`src/rtl/ps2_key_event_rx.sv`:
```
// PS/2 keyboard receiver: frames -> E0/F0-decoded key events -> show-ahead event FIFO.
// Latency: event visible two clk edges after the stop-bit sample; pin edge to accepted fall is 2+FILTER_LEN.
// Backpressure: ev_ready stalls the FIFO; a push into a full FIFO with no pop is dropped and sets overflow.
module ps2_key_event_rx #(
    parameter int FIFO_DEPTH = 8,
    parameter int FILTER_LEN = 4,
    parameter int TIMEOUT    = 12000,
    parameter int CNT_W      = 12
) (
    input  logic                          clk,
    input  logic                          clrn,
    input  logic                          ps2_clk,
    input  logic                          ps2_data,
    output logic                          ev_valid,
    input  logic                          ev_ready,
    output logic [7:0]                    ev_code,
    output logic                          ev_ext,
    output logic                          ev_break,
    output logic [CNT_W-1:0]              key_count,
    output logic [7:0]                    held_code,
    output logic                          overflow,
    output logic                          frame_err,
    output logic [$clog2(FIFO_DEPTH):0]   fifo_level
);

    localparam int AW = $clog2(FIFO_DEPTH);
    localparam int FW = $clog2(FILTER_LEN + 1);
    localparam int TW = $clog2(TIMEOUT + 1);

    localparam logic [7:0] CODE_EXT   = 8'hE0;
    localparam logic [7:0] CODE_BRK   = 8'hF0;
    localparam logic [7:0] CODE_NONE  = 8'hFF;

    // ------------------------------------------------------------------
    // Input synchroniser and ps2_clk glitch filter
    // ------------------------------------------------------------------
    logic [1:0]    clk_sync;
    logic [1:0]    dat_sync;
    logic          clk_filt;
    logic [FW-1:0] filt_cnt;
    logic          fall;

    // Two-flop synchronisers; idle PS/2 lines are high, so reset to 1.
    always_ff @(posedge clk) begin
        if (clrn) begin
            clk_sync <= 2'b11;
            dat_sync <= 2'b11;
        end else begin
            clk_sync <= {clk_sync[0], ps2_clk};
            dat_sync <= {dat_sync[0], ps2_data};
        end
    end

    // Filtered clock follows the synchronised clock only after FILTER_LEN
    // consecutive cycles of disagreement; fall pulses on an accepted 1->0.
    always_ff @(posedge clk) begin
        if (clrn) begin
            clk_filt <= 1'b1;
            filt_cnt <= '0;
            fall     <= 1'b0;
        end else begin
            fall <= 1'b0;
            if (clk_sync[1] != clk_filt) begin
                if (filt_cnt == FW'(FILTER_LEN - 1)) begin
                    clk_filt <= clk_sync[1];
                    filt_cnt <= '0;
                    fall     <= clk_filt;
                end else begin
                    filt_cnt <= filt_cnt + 1'b1;
                end
            end else begin
                filt_cnt <= '0;
            end
        end
    end

    // ------------------------------------------------------------------
    // Frame FSM: bit counter 0..10 with shift register and timeout
    // ------------------------------------------------------------------
    logic [3:0]    bit_cnt, bit_cnt_nxt;
    logic [9:0]    shreg, shreg_nxt;     // [0]=start, [8:1]=data, [9]=parity once full
    logic [TW-1:0] to_cnt, to_cnt_nxt;
    logic          frame_good;
    logic          frame_bad;

    // State register for the frame receiver.
    always_ff @(posedge clk) begin
        if (clrn) begin
            bit_cnt <= '0;
            shreg   <= '0;
            to_cnt  <= '0;
        end else begin
            bit_cnt <= bit_cnt_nxt;
            shreg   <= shreg_nxt;
            to_cnt  <= to_cnt_nxt;
        end
    end

    // Next state: shift a bit per fall, wrap after the stop bit, abandon a
    // stalled partial frame once the timeout expires.
    always_comb begin
        bit_cnt_nxt = bit_cnt;
        shreg_nxt   = shreg;
        to_cnt_nxt  = to_cnt;
        if (fall) begin
            to_cnt_nxt = '0;
            if (bit_cnt == 4'd10) begin
                bit_cnt_nxt = '0;
            end else begin
                bit_cnt_nxt = bit_cnt + 4'd1;
                shreg_nxt   = {dat_sync[1], shreg[9:1]};
            end
        end else if (bit_cnt != 4'd0) begin
            if (to_cnt == TW'(TIMEOUT - 1)) begin
                bit_cnt_nxt = '0;
                to_cnt_nxt  = '0;
            end else begin
                to_cnt_nxt = to_cnt + 1'b1;
            end
        end else begin
            to_cnt_nxt = '0;
        end
    end

    // Frame verdict at the stop-bit sample: start low, stop high, odd parity.
    always_comb begin
        frame_good = 1'b0;
        frame_bad  = 1'b0;
        if (fall && bit_cnt == 4'd10) begin
            if (!shreg[0] && dat_sync[1] && (^shreg[9:1])) begin
                frame_good = 1'b1;
            end else begin
                frame_bad = 1'b1;
            end
        end
    end

    // ------------------------------------------------------------------
    // Byte hand-off and prefix decoder
    // ------------------------------------------------------------------
    logic       byte_vld;
    logic [7:0] byte_dat;
    logic       ext_pend;
    logic       brk_pend;
    logic       evt_vld;
    logic [9:0] evt_dat;                 // {ext, break, code}

    // Register the received byte (or the error pulse) one edge after the stop bit.
    always_ff @(posedge clk) begin
        if (clrn) begin
            byte_vld  <= 1'b0;
            byte_dat  <= '0;
            frame_err <= 1'b0;
        end else begin
            byte_vld  <= frame_good;
            byte_dat  <= shreg[8:1];
            frame_err <= frame_bad;
        end
    end

    // E0/F0 set pending flags in any order; any other byte completes an event.
    always_ff @(posedge clk) begin
        if (clrn) begin
            ext_pend <= 1'b0;
            brk_pend <= 1'b0;
            evt_vld  <= 1'b0;
            evt_dat  <= '0;
        end else begin
            evt_vld <= 1'b0;
            if (byte_vld) begin
                if (byte_dat == CODE_EXT) begin
                    ext_pend <= 1'b1;
                end else if (byte_dat == CODE_BRK) begin
                    brk_pend <= 1'b1;
                end else begin
                    evt_vld  <= 1'b1;
                    evt_dat  <= {ext_pend, brk_pend, byte_dat};
                    ext_pend <= 1'b0;
                    brk_pend <= 1'b0;
                end
            end
        end
    end

    // ------------------------------------------------------------------
    // Held key and new-keystroke counter
    // ------------------------------------------------------------------
    logic held_ext;
    logic held_match;

    assign held_match = (held_code != CODE_NONE) &&
                        ({held_ext, held_code} == {evt_dat[9], evt_dat[7:0]});

    // A make of the already-held key is a typematic repeat and is not counted;
    // only a break of the held key clears it.
    always_ff @(posedge clk) begin
        if (clrn) begin
            held_code <= CODE_NONE;
            held_ext  <= 1'b0;
            key_count <= '0;
        end else if (evt_vld) begin
            if (!evt_dat[8]) begin
                if (!held_match) begin
                    held_code <= evt_dat[7:0];
                    held_ext  <= evt_dat[9];
                    key_count <= key_count + 1'b1;
                end
            end else if (held_match) begin
                held_code <= CODE_NONE;
                held_ext  <= 1'b0;
            end
        end
    end

    // ------------------------------------------------------------------
    // Show-ahead event FIFO
    // ------------------------------------------------------------------
    logic [9:0]    mem [FIFO_DEPTH];
    logic [AW-1:0] wr_ptr;
    logic [AW-1:0] rd_ptr;
    logic          fifo_full;
    logic          pop;
    logic          push;
    logic [9:0]    head;

    assign fifo_full = (fifo_level == (AW + 1)'(FIFO_DEPTH));
    assign ev_valid  = (fifo_level != '0);
    assign pop       = ev_valid && ev_ready;
    // A pop in the same cycle frees the slot, so a full FIFO still accepts.
    assign push      = evt_vld && (!fifo_full || pop);
    assign head      = mem[rd_ptr];
    assign ev_ext    = ev_valid ? head[9]   : 1'b0;
    assign ev_break  = ev_valid ? head[8]   : 1'b0;
    assign ev_code   = ev_valid ? head[7:0] : 8'h00;

    // Storage write; contents need no reset since the outputs are gated by ev_valid.
    always_ff @(posedge clk) begin
        if (push) begin
            mem[wr_ptr] <= evt_dat;
        end
    end

    // Pointers, occupancy and the sticky drop flag.
    always_ff @(posedge clk) begin
        if (clrn) begin
            wr_ptr     <= '0;
            rd_ptr     <= '0;
            fifo_level <= '0;
            overflow   <= 1'b0;
        end else begin
            if (push) begin
                wr_ptr <= wr_ptr + 1'b1;
            end
            if (pop) begin
                rd_ptr <= rd_ptr + 1'b1;
            end
            if (push && !pop) begin
                fifo_level <= fifo_level + 1'b1;
            end else if (pop && !push) begin
                fifo_level <= fifo_level - 1'b1;
            end
            if (evt_vld && !push) begin
                overflow <= 1'b1;
            end
        end
    end

endmodule

```
`config.mk`:
```
export PLATFORM = sky130hd
export DESIGN_NAME = ps2_key_event_rx
export DESIGN_NICKNAME = d
export VERILOG_FILES = /design/src/rtl/ps2_key_event_rx.sv
export SDC_FILE = /design/constraint.sdc
export NUM_CORES = 1
export LEC_CHECK = 0
export CORE_ASPECT_RATIO = 1.4
export CORE_MARGIN = 3
export CORE_UTILIZATION = 50
export DETAILED_ROUTE_END_ITERATION = 16
export GPL_TIMING_DRIVEN = 0
export HOLD_SLACK_MARGIN = 0.15
export PLACE_DENSITY = 0.68
export SYNTH_ARGS = -nofsm -noshare
export SYNTH_HDL_FRONTEND = slang
export SYNTH_SLANG_ARGS = --single-unit
```
`constraint.sdc`:
```
create_clock -name clk -period 2.4 [get_ports clk]
set_clock_uncertainty 0.15 [all_clocks]
set_input_delay 0.24 -clock clk [delete_from_list [all_inputs] [get_ports clk]]
set_output_delay 0.24 -clock clk [all_outputs]
set_load 0.005 [all_outputs]
```
==> results.py <==
metrics = {
    "worst_setup_path": {
        "critPathMaxFanout": 5,
        "critical_path_arrival_ps": 2560,
        "critPathLaunchType": "register",
        "cp.required_ps": 2590,
        "cp-end-kind": "register",
        "crit_type": "reg -> reg",
    },
    "timing": {
        "tightest_slew_ps": 735,
        "slew_headroom_pct": 51.0,
        "finalCritPeriodShare_pct": 98.7,
        "finalMaxSlewViolations": 0,
        "hold_viol": 0,
        "fin_crit_ps": 2370,
        "grt_setup_unrepaired": "yes",
        "setup_viol_count_final": 0,
        "fmax_mhz": 422,
    },
    "global_route": {
        "grt_max_degree": 17,
        "antenna_found_initial": 0,
        "grt-ovfl-total": 0,
        "track_usage_pct": 18.2,
        "first_global_vias": 4382,
        "grt_pass1_wl_mm": 22.0,
    },
    "floorplan": {
        "die_h_um": 145,
        "die_x_um": 105,
        "num_io_pins": 42,
        "dieArea_um2": 15300,
        "start_util_pct": 51.3,
        "core_area_um2": 13500,
        "rows": 50,
    },
    "synth": {
        "seq_area_frac_synth_pct": 62.4,
        "synth_area_leader_cell": "edfxtp_1",
        "syn_avg_cell_area_um2": 12.5,
        "yosysWarnings": 0,
        "yosysTopAreaCellShare_pct": 34.8,
        "syn_nets": 569,
        "synth_cell_types": 45,
        "syn_area_um2": 6900,
        "synth-seq-cells": 175,
        "synthCells": 550,
        "synth_area_leaders": "edfxtp_1, dfxtp_1, mux4_2",
    },
    "cts": {
        "cts.htree.levels": 4,
        "cts_num_sinks": 175,
        "clk_latency_ps": 410,
        "hold_buffers": 0,
        "cts_buffers": 17,
        "cts.clk_slew.worst_paths_ps": 70,
        "cts_tree": "done",
        "cts-root-buf": "clkbuf_16",
        "clockBufferDepth": 2,
    },
    "placed_design": {
        "dpl.hpwl_mm": 9.28,
        "port_buffers": 41,
        "placed_cell_area_um2": 7580,
        "gp_congestion": 0.783,
    },
    "outcome": {
        "status": "complete, no violations",
    },
    "power_and_ir_drop": {
        "power_mw": 7.14,
        "vdd_drop_max_v": 0.000412,
        "p_per_area_nw_per_um2": 842,
        "power_leakage_nw": 2.97,
    },
    "layout": {
        "stdcell_area_um2": 8480,
        "fill_cells": 1037,
        "area_growth_syn_to_layout_pct": 22.9,
        "nNetsFinal": 645,
        "mostFrequentLayoutCells": "edfxtp_1, dfxtp_1, nor2_1",
        "antennaDiodeCount": 0,
        "drive_gt1_share_pct": 20.5,
        "final_common_cell": "edfxtp_1",
    },
    "route": {
        "vias_per_cell": 5.28,
        "wl_mm": 13.4,
        "routedWlPerCell_um": 16.3,
        "dr.pass1.iters": 4,
        "ant_nets": 0,
        "first_iter_violations": 155,
        "drc": 0,
        "vias": 4337,
    },
    "min_path": {
        "hp-class": "in -> reg",
    },
    "job": {
        "drv_cap": 0,
    },
}
-- area by class of cell --
cell class              instances  area [um2]  area share [%]
inverters                      13        51.3           0.605
repair buffers                 59         566            6.67
clock inverters                14         141            1.67
clock buffers                  18         429            5.06
multi-input cells             341        2620            30.9
plain buffers                  19         113            1.33
well taps                     182         228            2.69
flip-flops and latches        175        4330            51.1
-- cells in the mapped netlist, drive strengths merged --
library cell  count
dfxtp            95
edfxtp           80
nor2             74
nand2            42
xor2             28
a21oi            20
mux4             20
nor3             17
xnor2            17
clkbuf           15
ha               13
inv              13
mux2i            13
nand3            13
a22o             10
nor2b            10
o21bai            8
nor4              7
buf               6
or2               6
nand2b            5
o21a              5
nand4             4
nor3b             4
and3              3
o21ai             3
a31oi             2
a41oi             2
nand4b            2
or3               2
a211o             1
a211oi            1
a21o              1
a22oi             1
and2              1
fa                1
nor4bb            1
o211ai            1
or4               1
or4b              1
xnor3             1
-- where the power goes --
group | switching [mW] | leakage (nW) | internal (mW)
logic | 0.516 | 1.20 | 0.767
registers | 0.0791 | 1.50 | 3.15
clock network | 1.10 | 0.268 | 1.53
total | 1.69 | 2.97 | 5.44
-- final timing paths --
| path | start | end | slack (ps) | cells past startpoint |
|---|---|---|---|---|
| min reg2reg | clk_sync[0] | clk_sync[1] | 260 | 1 |
| min | ev_ready | register | 200 | 3 |
| max reg2reg | fifo_level[3] | fifo_level[3] | 30 | 11 |
| max | fifo_level[3] | fifo_level[3] | 30 | 11 |
-- metal layers --
| metal | up-vias | wire length, um | global-route usage, % |
|---|---|---|---|
| li1 | 2115 | - | - |
| met1 | 2150 | 5710 | 21.7 |
| met2 | 58 | 7180 | 32.1 |
| met3 | 14 | 358 | 3.96 |
| met4 | 0 | 162 | 6.30 |
| met5 | - | 0 | 0 |
-- timing repair --
action / CTS / global route
setup buffers: 10 / 7
gates cloned: 1 / 0
resized for setup: 51 / 36
pin swaps: 4 / 9
endpoints found under the setup margin: 57 / 65
-- worst max-delay path, cell delays in order, from the launching register on --
cell and delay (ps):
dfxtp_4 360, buf_4 140, buf_12 120, a31oi_4 180
ha_4 180, inv_4 50, ha_4 200, a21o_1 160
a21oi_2 150, xnor2_1 100, or3_1 390, a21oi_2 110
-- registers in the layout (all words and copies together), names as in the netlist, 4 cells and up, named ones only --
signal / count
to_cnt: 14
shreg: 10
fifo_level: 4
evt_dat: 10
byte_dat: 8
bit_cnt: 4
held_code: 8
key_count: 12
mem: 80
-- cell families after synthesis --
logic type | after synthesis | share of synthesized area, %
buf+inv | 34 | 2.01
fa+ha+maj | 14 | 2.65
simple gates | 193 | 13.1
mux | 33 | 8.41
compound gates | 55 | 5.35
flops | 175 | 62.4
xor+xnor | 46 | 6.04
-- metrics by stage --
step / utilization [%] / worst slack (ps) / instances / hold WS (ps) / setup TNS [ps]
after floorplan: - / 7.80 / 550 / 194 / 0
after global placement: 56.3 / -766 / 773 / 245 / -35630
after detailed placement: 56.3 / -606 / 773 / 243 / -33410
after CTS: 62.4 / -20.4 / 815 / 189 / -20.4
after global routing: 63.0 / -114 / 821 / 226 / -116
final: 63.0 / 31.0 / 821 / 201 / 0
Note: power is estimated with default switching activity, not from simulation.
